## src/rtl/sw_debounce_mode.sv

```systemverilog
// rtl/sw_debounce_mode.sv - push-switch synchroniser, debouncer and blink-rate selector
module sw_debounce_mode #(
    parameter logic [31:0] DEBOUNCE_CNT   = 32'd1000000,
    parameter logic [31:0] LONG_PRESS_CNT = 32'd100000000
) (
    input  logic       sys_clk,
    input  logic       sys_rst,
    input  logic       sw_raw,
    output logic       sw_level,
    output logic       sw_press,
    output logic       sw_release,
    output logic       long_press,
    output logic [1:0] rate_sel,
    output logic       rate_upd
);

    typedef enum logic [1:0] {
        IDLE       = 2'd0,
        PRESS_DB   = 2'd1,
        PRESSED    = 2'd2,
        RELEASE_DB = 2'd3
    } state_t;

    state_t      state_q, state_d;
    logic        q1_q, q1_d;
    logic        sync_q, sync_d;
    logic [31:0] db_cnt_q, db_cnt_d;
    logic [31:0] hold_cnt_q, hold_cnt_d;
    logic        long_fired_q, long_fired_d;
    logic        level_q, level_d;
    logic        press_q, press_d;
    logic        release_q, release_d;
    logic        long_q, long_d;
    logic [1:0]  rate_q, rate_d;
    logic        upd_q, upd_d;

    logic        long_hit;
    logic        db_done;
    logic [31:0] hold_inc;
    logic [1:0]  rate_next;

    // Next-state, counters and registered-output decode
    always_comb begin
        q1_d         = sw_raw;
        sync_d       = q1_q;
        state_d      = state_q;
        db_cnt_d     = db_cnt_q;
        hold_cnt_d   = hold_cnt_q;
        long_fired_d = long_fired_q;
        level_d      = level_q;
        press_d      = 1'b0;
        release_d    = 1'b0;
        long_d       = 1'b0;
        rate_d       = rate_q;

        long_hit  = (hold_cnt_q == (LONG_PRESS_CNT - 32'd1)) && !long_fired_q;
        db_done   = (db_cnt_q == (DEBOUNCE_CNT - 32'd1));
        hold_inc  = (hold_cnt_q < LONG_PRESS_CNT) ? (hold_cnt_q + 32'd1) : hold_cnt_q;
        rate_next = (rate_q == 2'd2) ? 2'd0 : (rate_q + 2'd1);

        case (state_q)
            IDLE: begin
                if (sync_q) begin
                    state_d  = PRESS_DB;
                    db_cnt_d = 32'd1;
                end
            end
            PRESS_DB: begin
                if (!sync_q) begin
                    state_d  = IDLE;
                    db_cnt_d = 32'd0;
                end else if (db_done) begin
                    state_d      = PRESSED;
                    db_cnt_d     = 32'd0;
                    press_d      = 1'b1;
                    level_d      = 1'b1;
                    hold_cnt_d   = 32'd0;
                    long_fired_d = 1'b0;
                end else begin
                    db_cnt_d = db_cnt_q + 32'd1;
                end
            end
            PRESSED: begin
                hold_cnt_d = hold_inc;
                if (long_hit) begin
                    long_d       = 1'b1;
                    long_fired_d = 1'b1;
                    rate_d       = 2'd0;
                end
                if (!sync_q) begin
                    state_d  = RELEASE_DB;
                    db_cnt_d = 32'd1;
                end
            end
            RELEASE_DB: begin
                if (!sync_q && db_done) begin
                    // Release completes: it owns this edge, so a long press
                    // landing on the same edge is dropped and the press counts
                    // as short, keeping the three pulses mutually exclusive.
                    state_d   = IDLE;
                    db_cnt_d  = 32'd0;
                    release_d = 1'b1;
                    level_d   = 1'b0;
                    if (!long_fired_q) begin
                        rate_d = rate_next;
                    end
                end else begin
                    hold_cnt_d = hold_inc;
                    if (long_hit) begin
                        long_d       = 1'b1;
                        long_fired_d = 1'b1;
                        rate_d       = 2'd0;
                    end
                    if (sync_q) begin
                        state_d  = PRESSED;
                        db_cnt_d = 32'd0;
                    end else begin
                        db_cnt_d = db_cnt_q + 32'd1;
                    end
                end
            end
            default: begin
                state_d = IDLE;
            end
        endcase

        upd_d = (rate_d != rate_q);
    end

    // State, synchroniser, counters and output registers
    always_ff @(posedge sys_clk or posedge sys_rst) begin
        if (sys_rst) begin
            state_q      <= IDLE;
            q1_q         <= 1'b0;
            sync_q       <= 1'b0;
            db_cnt_q     <= 32'd0;
            hold_cnt_q   <= 32'd0;
            long_fired_q <= 1'b0;
            level_q      <= 1'b0;
            press_q      <= 1'b0;
            release_q    <= 1'b0;
            long_q       <= 1'b0;
            rate_q       <= 2'd0;
            upd_q        <= 1'b0;
        end else begin
            state_q      <= state_d;
            q1_q         <= q1_d;
            sync_q       <= sync_d;
            db_cnt_q     <= db_cnt_d;
            hold_cnt_q   <= hold_cnt_d;
            long_fired_q <= long_fired_d;
            level_q      <= level_d;
            press_q      <= press_d;
            release_q    <= release_d;
            long_q       <= long_d;
            rate_q       <= rate_d;
            upd_q        <= upd_d;
        end
    end

    assign sw_level   = level_q;
    assign sw_press   = press_q;
    assign sw_release = release_q;
    assign long_press = long_q;
    assign rate_sel   = rate_q;
    assign rate_upd   = upd_q;

endmodule

```

## config.mk

```make
export PLATFORM = sky130hd
export DESIGN_NAME = sw_debounce_mode
export DESIGN_NICKNAME = d
export VERILOG_FILES = /design/src/rtl/sw_debounce_mode.sv
export SDC_FILE = /design/constraint.sdc
export NUM_CORES = 1
export LEC_CHECK = 0
export ABC_AREA = 1
export ABC_CLOCK_PERIOD_IN_PS = 2600
export BUFFER_PORTS_ARGS = -buffer_cell sky130_fd_sc_hd__buf_2
export CAP_MARGIN = 10
export CELL_PAD_IN_SITES_DETAIL_PLACEMENT = 1
export CELL_PAD_IN_SITES_GLOBAL_PLACEMENT = 1
export CORE_ASPECT_RATIO = 0.5
export CORE_MARGIN = 2
export CORE_UTILIZATION = 46
export DETAILED_ROUTE_END_ITERATION = 6
export PLACE_DENSITY_LB_ADDON = 0.1
export SYNTH_ARGS = -nofsm -noshare
export SYNTH_HDL_FRONTEND = slang
export SYNTH_SLANG_ARGS = --single-unit
export TNS_END_PERCENT = 10
```

## constraint.sdc

```tcl
create_clock -name sys_clk -period 2.6 [get_ports sys_clk]
set_input_delay 0.26 -clock sys_clk [delete_from_list [all_inputs] [get_ports sys_clk]]
set_output_delay 0.26 -clock sys_clk [all_outputs]
set_load 0.02 [all_outputs]
```

==> reports/results.txt <==
clock sinks: 76
Seq/Total Area, Yosys: 36.40%
antenna diode count: 0
top-level port count: 10
worst-path fanout max: 30
port bufs: 9
largest net degree at the start of global routing: 77
Num CTS Buffers: 9
width of the die: 154.7 um
PD cells: 445.0 nW/um2
post-synth net total: 782
Hold Violations, Final: 0
final worst path period need: 2.271 ns
total number of yosys warnings: 0
slowest CP cell: dfrtp_1
clock root cell: clkbuf_16
worst-case clock skew: 0.01002 ns
Initial DRC Count: 250
Synth Flop Type: dfrtp_1
share of cells above drive strength 1: 10.38%
top layer in use: met4
#FFs+latches synth: 76
Final period util: 87.35%
Post-CTS Resized: 0
final WL: 15560 um
synth unique cells: 38
crit-path leading delay family: simple AND/OR/NAND/NOR gates
Skew-Pair Late Insertion Delay: 0.35 ns
Lkg Pwr: 2.552 nW
Filler Cell Count: 1489
Mapped Avg Cell Area: 6.725 um2
Max Buffers Root-to-Sink: 2
Core Box Area: 11050 um2
Max stage delay on crit path: 0.38 ns
WL met2: 7552 um
starting density of the core: 47.30%
DRT antenna net count: 0
DP HPWL: 11250 um
final non-filler cell total: 935
fin nets: 790
row cnt: 27
placed cells: 919
R2R Setup Slk: 0.33 ns
Max Slew Vio Count: 0
mapped cell area: 5225 um2
DRC: 0
worst setup path class: flip-flop to flip-flop
met3 routed WL: 433 um
TritonRoute pass-1 iters: 6
CP startpoint kind: flip-flop
critical path data required time: 2.83 ns
Crit path top cell by count: nand2_1
RSZ-0062 raised after global routing: no
first-pass GRT wire length: 27010 um
outcome: completed
CTS tree: yes
GP Congestion: 0.8612
Critical Path AT: 2.51 ns
FFs w/ async S/R, synth: 100.0%
setup TNS: 0 ns
DR WL/cell: 16.64 um
Tot GR Track Use: 27.95%
crit end category: flip-flop
Final Setup Violations: 0
die height: 79.36 um
postcts setup bufs: 0
Syn Inst Count: 777
antenna violations before repair: 0
DIE AREA: 12280 um2
cts hold-fix bufs: 0
Post-synth EDFFs: 0
via count: 5086
area delta synth->final: 8.740%
H-tree depth: 3
max cap viols: 0
crit path cell chain: ha_1 -> nand2_2 -> nor2_4 -> nand2_1 -> nor2_4 -> nand2_1 -> nand2_1 -> o21ai_2 -> inv_4 -> nand3_4 -> nand2_1 -> nand2_1
Worst VDD drop: 0.0002949 V
Hold Path Class: input pin to async pin
remaining global-route overflow: 0
Slew Limit Headroom: 57.18%
Vias per Instance: 5.440
vias in the first global route: 5380
Reg clk slew, reported paths: 0.06 ns
CP Buf/Inv Count: 1
wire length on met1: 7356 um
Worst Tran Pin Value: 0.6423 ns
Peak Freq: 440.3 MHz
placed cells by master, fill, tap and decap left out, types with 3 or more instances in the layout:
master | netlist | layout
nor2_2 | 10 | 10
nand2_2 | 9 | 9
o22ai_1 | 18 | 18
nand4_1 | 45 | 45
nand3_1 | 46 | 46
clkbuf_16 | 0 | 9
inv_1 | 94 | 93
nor2_4 | 4 | 4
a21oi_1 | 7 | 7
o21ai_1 | 7 | 7
dfrtp_1 | 76 | 76
buf_4 | 1 | 6
inv_2 | 14 | 14
nor3_1 | 24 | 24
nand3_2 | 3 | 3
buf_2 | 6 | 9
clkinv_2 | 0 | 4
nor3_2 | 4 | 4
nor2_1 | 100 | 100
xor2_1 | 23 | 23
nand2_1 | 231 | 231
xnor2_1 | 5 | 5
o211ai_1 | 5 | 5
o21ai_0 | 17 | 17
worst reg2reg max path: stages (launching register included):
cell and delay (ns):
dfrtp_1 0.38, ha_1 0.24, nand2_2 0.11, nor2_4 0.12, nand2_1 0.10, nor2_4 0.14
nand2_1 0.06, nand2_1 0.07, o21ai_2 0.07, inv_4 0.24, nand3_4 0.39, nand2_1 0.18
nand2_1 0.06
cell usage after synthesis, types with 6 or more instances:
cell	instances	area (um2)
o22ai_1	18	112.6
buf_2	6	30.03
nand3_1	46	230.2
o21ai_1	7	35.03
xor2_1	23	201.4
a21oi_1	7	35.03
nand2_1	231	867.1
nor3_1	24	120.1
nand2_2	9	56.30
o21ai_0	17	85.08
inv_2	14	52.55
nand4_1	45	281.5
nor2_1	100	375.4
dfrtp_1	76	1902
nor2_2	10	62.56
inv_1	94	352.8
clkbuf_1	7	26.28
stage by stage:
step	total power [mW]	worst slack (ns)	cell area (um2)	utilization, %	hold slack (ns)
6_report	2.529	0.3290	5682	51.43	0.01016
4_1_cts	2.557	0.2818	5682	51.43	0.01715
3_5_place_dp	1.336	0.2845	5404	48.92	0.3510
2_1_floorplan	1.299	0.4017	5225	-	0.2914
3_3_place_gp	1.333	0.4082	5404	48.92	0.3338
5_1_grt	2.609	0.05546	5682	51.43	0.01883
per-layer routing:
| metal | vias to the layer above | track usage, % |
|---|---|---|
| li1 | 2513 | - |
| met1 | 2492 | 35.33 |
| met2 | 59 | 49.78 |
| met3 | 22 | 4.803 |
| met4 | 0 | 7.963 |
| met5 | - | 0 |
state kept, by name, summed over array words and instances, names as in the netlist:
register      flops
rate_sel          2
state_q           2
long_fired_q      1
sw_release        1
sw_press          1
sw_level          1
rate_upd          1
sync_q            1
q1_q              1
hold_cnt_q       32
long_press        1
db_cnt_q         32
worst paths after layout:
kind	cells after the start	startpoint	endpoint
setup / recovery	12	db_cnt_q[0]	hold_cnt_q[13]
hold / removal	3	sys_rst	db_cnt_q[2]
setup reg to reg	12	db_cnt_q[0]	hold_cnt_q[13]
hold reg to reg	0	q1_q	sync_q
max in group asynchronous	3	sys_rst	db_cnt_q[23]
min in group sys_clk	1	sw_raw	q1_q
power by group:
| part | total [mW] | switching, mW | leakage (nW) | internal [mW] |
|---|---|---|---|---|
| clock | 1.22 | 0.545 | 0.135 | 0.671 |
| combinational | 0.114 | 0.0922 | 1.37 | 0.0220 |
| sequential | 1.20 | 0.00794 | 1.05 | 1.19 |
kinds of logic (layout without fill, tap and decap cells):
kind of cell,after synthesis,after routing,synth area share (%)
AO/OA/AOI/OAI,59,59,6.681
XOR/XNOR,28,28,4.693
adder cells (fa/ha/maj),2,2,0.4789
buffers and inverters,128,141,10.06
flip-flops,76,76,36.40
AND/OR/NAND/NOR,484,484,41.69
layout make-up:
type | instances | area, um2 | area share [%]
multi-input combinational | 573 | 2798 | 49.24
sequential | 76 | 1902 | 33.47
inverter | 109 | 412.9 | 7.267
clock buffer | 10 | 239.0 | 4.206
tap | 145 | 181.4 | 3.193
timing repair buffer | 16 | 110.1 | 1.938
clock inverter | 6 | 38.79 | 0.6827
Note: power is estimated with default switching activity, not from simulation.
